[config.mk]
export PLATFORM = sky130hd
export DESIGN_NAME = ascon_perm_iter
export DESIGN_NICKNAME = d
export VERILOG_FILES = /design/src/rtl/ascon_pkg.sv /design/src/rtl/ascon_round.sv /design/src/rtl/ascon_perm_iter.sv
export SDC_FILE = /design/constraint.sdc
export NUM_CORES = 2
export LEC_CHECK = 0
export CORE_MARGIN = 5
export CORE_UTILIZATION = 30
export CTS_BUF_LIST = sky130_fd_sc_hd__clkbuf_2 sky130_fd_sc_hd__clkbuf_4 sky130_fd_sc_hd__clkbuf_8
export DETAILED_ROUTE_END_ITERATION = 8
export GPL_ROUTABILITY_DRIVEN = 1
export GPL_TIMING_DRIVEN = 0
export PLACE_DENSITY_LB_ADDON = 0.1
export SYNTH_ARGS = -nofsm -noshare
export SYNTH_HDL_FRONTEND = slang
export SYNTH_HIERARCHICAL = 1
export SYNTH_SLANG_ARGS = --single-unit
[constraint.sdc]
create_clock -name clk -period 2 [get_ports clk]
set_input_delay 0.2 -clock clk [delete_from_list [all_inputs] [get_ports clk]]
set_output_delay 0.2 -clock clk [all_outputs]
set_load 0.1 [all_outputs]
[src/rtl/ascon_pkg.sv]
// Shared types, constants and helpers for the iterative ASCON permutation.
package ascon_pkg;

  typedef logic [63:0] word_t;
  // Element 0 (x0) sits in the most significant 64 bits of the packed state.
  typedef word_t [0:4] state_t;

  localparam int unsigned ROT0A = 19;
  localparam int unsigned ROT0B = 28;
  localparam int unsigned ROT1A = 61;
  localparam int unsigned ROT1B = 39;
  localparam int unsigned ROT2A = 1;
  localparam int unsigned ROT2B = 6;
  localparam int unsigned ROT3A = 10;
  localparam int unsigned ROT3B = 17;
  localparam int unsigned ROT4A = 7;
  localparam int unsigned ROT4B = 41;

  typedef enum logic [1:0] {
    StIdle,
    StRun,
    StDone
  } fsm_e;

  // Mode 11 is reserved and behaves like mode 00.
  function automatic logic [3:0] rounds_dec(input logic [1:0] mode);
    unique case (mode)
      2'b01:   return 4'd8;
      2'b10:   return 4'd6;
      default: return 4'd12;
    endcase
  endfunction

  function automatic logic [7:0] round_const(input logic [3:0] idx);
    return {4'hF - idx, idx};
  endfunction

  function automatic word_t rotr(input word_t w, input int unsigned n);
    return (w >> n) | (w << (64 - n));
  endfunction

endpackage

[src/rtl/ascon_round.sv]
// One combinational ASCON round: constant addition, bitsliced S-box, linear layer.
module ascon_round
  import ascon_pkg::*;
(
  input  state_t     state_i,
  input  logic [3:0] rc_idx_i,
  output state_t     state_o
);

  state_t x;
  state_t t;

  // Full round evaluated on the five 64-bit words in parallel.
  always_comb begin
    x = state_i;
    x[2][7:0] = x[2][7:0] ^ round_const(rc_idx_i);
    x[0] = x[0] ^ x[4];
    x[4] = x[4] ^ x[3];
    x[2] = x[2] ^ x[1];
    for (int j = 0; j < 5; j++) begin
      t[j] = ~x[j] & x[(j + 1) % 5];
    end
    for (int j = 0; j < 5; j++) begin
      x[j] = x[j] ^ t[(j + 1) % 5];
    end
    x[1] = x[1] ^ x[0];
    x[0] = x[0] ^ x[4];
    x[3] = x[3] ^ x[2];
    x[2] = ~x[2];
    state_o[0] = x[0] ^ rotr(x[0], ROT0A) ^ rotr(x[0], ROT0B);
    state_o[1] = x[1] ^ rotr(x[1], ROT1A) ^ rotr(x[1], ROT1B);
    state_o[2] = x[2] ^ rotr(x[2], ROT2A) ^ rotr(x[2], ROT2B);
    state_o[3] = x[3] ^ rotr(x[3], ROT3A) ^ rotr(x[3], ROT3B);
    state_o[4] = x[4] ^ rotr(x[4], ROT4A) ^ rotr(x[4], ROT4B);
  end

endmodule

[src/rtl/ascon_perm_iter.sv]
// Iterative ASCON permutation (p^12 / p^8 / p^6), UNROLL rounds per clock.
// Optional build macro ASCON_PERM_ZEROIZE_EN: clears the state on the output
// handshake and hides out_state whenever out_valid is low.
module ascon_perm_iter
  import ascon_pkg::*;
#(
  parameter int unsigned UNROLL = 1
) (
  input  logic         clk,
  input  logic         rst_n,
  input  logic         in_valid,
  output logic         in_ready,
  input  logic [1:0]   in_mode,
  input  logic [319:0] in_state,
  output logic         out_valid,
  input  logic         out_ready,
  output logic [319:0] out_state,
  output logic         busy
);

  if (UNROLL != 1 && UNROLL != 2) begin : g_bad_unroll
    $error("ascon_perm_iter: UNROLL must be 1 or 2");
  end

  localparam logic [3:0] UnrollStep = 4'(UNROLL);

  fsm_e       fsm_q, fsm_d;
  logic [3:0] rc_idx_q, rc_idx_d;
  state_t     state_q, state_d;
  logic [3:0] rc_next;
  state_t     chain [UNROLL+1];

  assign chain[0] = state_q;

  for (genvar k = 0; k < UNROLL; k++) begin : g_round
    ascon_round u_round (
      .state_i  (chain[k]),
      .rc_idx_i (rc_idx_q + 4'(k)),
      .state_o  (chain[k+1])
    );
  end

  assign rc_next = rc_idx_q + UnrollStep;

  // Next-state logic: load on accept, iterate in RUN, hold until consumed.
  always_comb begin
    fsm_d    = fsm_q;
    rc_idx_d = rc_idx_q;
    state_d  = state_q;
    unique case (fsm_q)
      StIdle: begin
        if (in_valid) begin
          state_d  = state_t'(in_state);
          rc_idx_d = 4'd12 - rounds_dec(in_mode);
          fsm_d    = StRun;
        end
      end
      StRun: begin
        state_d  = chain[UNROLL];
        rc_idx_d = rc_next;
        if (rc_next == 4'd12) begin
          fsm_d = StDone;
        end
      end
      StDone: begin
        if (out_ready) begin
          fsm_d = StIdle;
`ifdef ASCON_PERM_ZEROIZE_EN
          state_d = '0;
`endif
        end
      end
      default: fsm_d = StIdle;
    endcase
  end

  // State registers; reset discards any job in flight.
  always_ff @(posedge clk or negedge rst_n) begin
    if (!rst_n) begin
      fsm_q    <= StIdle;
      rc_idx_q <= 4'd0;
      state_q  <= '0;
    end else begin
      fsm_q    <= fsm_d;
      rc_idx_q <= rc_idx_d;
      state_q  <= state_d;
    end
  end

  // Outputs decode registered state only.
  always_comb begin
    in_ready  = (fsm_q == StIdle);
    out_valid = (fsm_q == StDone);
    busy      = (fsm_q != StIdle);
`ifdef ASCON_PERM_ZEROIZE_EN
    out_state = out_valid ? 320'(state_q) : '0;
`else
    out_state = 320'(state_q);
`endif
  end

endmodule
==> run_results.csv <==
group,metric,value,unit
global_routing,grt_pass1_vias,34081,
floorplanning,core-area,109000,sq um
global_routing,grt_pass1_wl,271000,microns
drt,wl_per_cell,30.3,microns
synth,yosysWarnings,6,
critical_path,start_kind,"register",
placement,portBuffers,648,
synth,syn_inst,3704,
floorplanning,die_area,117000,sq um
timing,fin_setup_tns,-11.96,ns
min_path,min_path_type,"input port to register",
synth,synth.area.top_cells,"dfrtp_1 (25%), xnor3_1 (15%), xnor2_1 (13%)",
timing,period_minus_slack,2.18,ns
floorplanning,ioPinCount,649,
synth,synth_top_cells_by_count,"nand2_1 (844), xnor2_1 (490), nor2_1 (416)",
synth,ys_async_sr_fraction,100,%
drt,firstDrtPassIters,6,
layout,area_growth,85.7,%
synth,postSynthNetCount,4161,
global_routing,antenna_found_initial,21,
drt,viasPerCell,5.12,
synth,syn_avg_cell_area,8.94,sq um
cts,cts_made_buffers,70,
placement,dp_hpwl,156000,microns
cts,cts_tree,"yes",
layout,drive_gt1_share,59.4,%
drt,dr_wl_met3,20500,microns
cts,clk_latency,0.75,ns
placement,gp_congestion,1.02,
synth,synth_top_area_cell,"dfrtp_1",
timing,max_slew_margin,59.5,%
run,cap_violations,0,
floorplanning,fp.dieH,342,microns
global_routing,grt_use_total,33.3,%
drt,highest_layer,"met5",
timing,finalHoldViolations,0,
floorplanning,start_util,30.3,%
drt,met1Wirelength,76000,microns
cts,cts.sinks,326,
cts,clkTransAtPathRegs,0.06,ns
critical_path,critPathKind,"register to register",
timing,worstMarginPinSlew,0.605,ns
drt,drtIter0Drc,3333,
drt,wirelength,206000,microns
critical_path,cp.required,2.59,ns
floorplanning,rows,121,
layout,nets,5732,
cts,htree_levels,3,
drt,drc_errors,0,
drt,vias,34864,
timing,setup_viol,200,
synth,synth_flop_cell,"dfrtp_1",
synth,synth-edff-count,0,
critical_path,arrival,2.77,ns
timing,period_share,109,%
synth,ys_types,32,
timing,rsz0062_at_grt,"yes",
synth,yosysSeqAreaShare,24.6,%
cts,clockRootBuffer,"clkbuf_8",
synth,synth.cell_area,33100,sq um
synth,synth.ff_latch_count,326,
cts,cts.path.max_buffers,3,
global_routing,grt_max_degree,97,
global_routing,overflow,0,
floorplanning,dieWidth,342,microns
drt,ant_nets,0,
synth,synthMostInstantiatedCell,"nand2_1",
timing,finalClockSkew,0.0455,ns
timing,slew_violations,0,
critical_path,endpoint_kind,"register",
critical_path,path_max_fanout,5,
timing,finalWorstSetupSlack,-0.179,ns
critical_path,rrSetupSlack,-0.18,ns
synth,synth.top_cell.area_share,24.6,%
outcome,status,"finished, violations left",
timing,max_clock_freq,459,MHz
drt,met2WireLength,94900,microns
outcome,violations,"setup timing",
## final timing paths
path / from / end / cells after the start
setup / recovery: rc_idx_q[0] / out_state[118] / 7
setup reg to reg: rc_idx_q[0] / out_state[118] / 7
hold / removal: in_state[164] / out_state[164] / 3
min in group asynchronous: rst_n / out_state[176] / 3
max in group asynchronous: rst_n / out_state[177] / 4
hold reg to reg: fsm_q[0] / rc_idx_q[3] / 1
## worst max-delay path, cell delays in order (launching register included)
cell     delay [ns]
dfrtp_2        0.52
xor2_4         0.24
ha_4           0.25
xnor2_4        0.24
xnor2_4        0.19
xnor3_1        0.38
nor2_2         0.15
a31oi_1        0.07
## cells by family (layout without fill, tap and decap cells)
| family | Yosys count | in the layout | synth area share, % |
|---|---|---|---|
| fa+ha+maj | 143 | 143 | 5.32 |
| other cells | 0 | 12 | 0 |
| buf+inv | 610 | 2229 | 11.3 |
| flops | 326 | 326 | 24.6 |
| simple gates | 1269 | 1269 | 14.5 |
| mux | 5 | 5 | 0.151 |
| xor+xnor | 909 | 909 | 36.1 |
| compound gates | 442 | 442 | 7.96 |
## sequential cells by signal, summed over array words and instances (netlist names)
name and flops:
fsm_q 2, out_state 320, rc_idx_q 4
## layer usage
layer,GRT usage (%),vias up
met5,0,-
met1,41.2,17317
met3,7.81,573
met2,54.3,1983
li1,-,14973
met4,17.1,18
## layout by cell type, fill, tap and decap left out, types with 35 or more instances in the layout
cell             count
a21oi_1             35
a21oi_2             38
a31oi_1            321
buf_12             139
buf_2              243
buf_4             1018
buf_6              168
clkbuf_4            48
clkbuf_8            86
clkdlybuf4s50_1    324
dfrtp_2            294
ha_4               126
inv_1               61
inv_2               83
nand2_1            788
nand2_2             51
nor2_1             189
nor2_2             136
nor2_4              91
xnor2_1             91
xnor2_2            179
xnor2_4            272
xnor3_1            181
xnor3_2             44
xor2_4              61
## per-stage QoR
stage | cells | hold slack [ns] | setup slack, ns | util (%) | cell area (sq um)
floorplan | 3704 | -0.0956 | -0.0570 | - | 33300
detailed placement | 5831 | 0.185 | -1.26 | 38.2 | 41700
global placement | 5828 | 0.570 | -15.58 | 38.1 | 41600
finish | 6811 | 0.0327 | -0.179 | 56.2 | 61500
CTS | 6562 | 0.000428 | -0.150 | 52.6 | 57500
global route | 6806 | 0.0222 | -0.236 | 56.2 | 61500
## final cells by class
class,instances,area [sq um]
Fill cell,9298,47800
Multi-Input combinational cell,2768,31500
Timing Repair Buffer,1499,14200
Sequential cell,326,8530
Buffer,464,3250
Tap cell,1476,1850
Clock buffer,100,1290
Inverter,146,554
Clock inverter,20,235
Antenna cell,12,30.0
## repair_timing
item,4_1_cts,5_1_grt
gates resized for setup,3409,453
cloned,0,1
endpoints found under the hold margin,223,0
pin swaps,637,445
setup endpoints to repair,644,423
hold buffers,21,0
buffers inserted,593,243
Power is not shown: default switching activity piles up to over one toggle a cycle in this logic, so the estimate is an artifact.
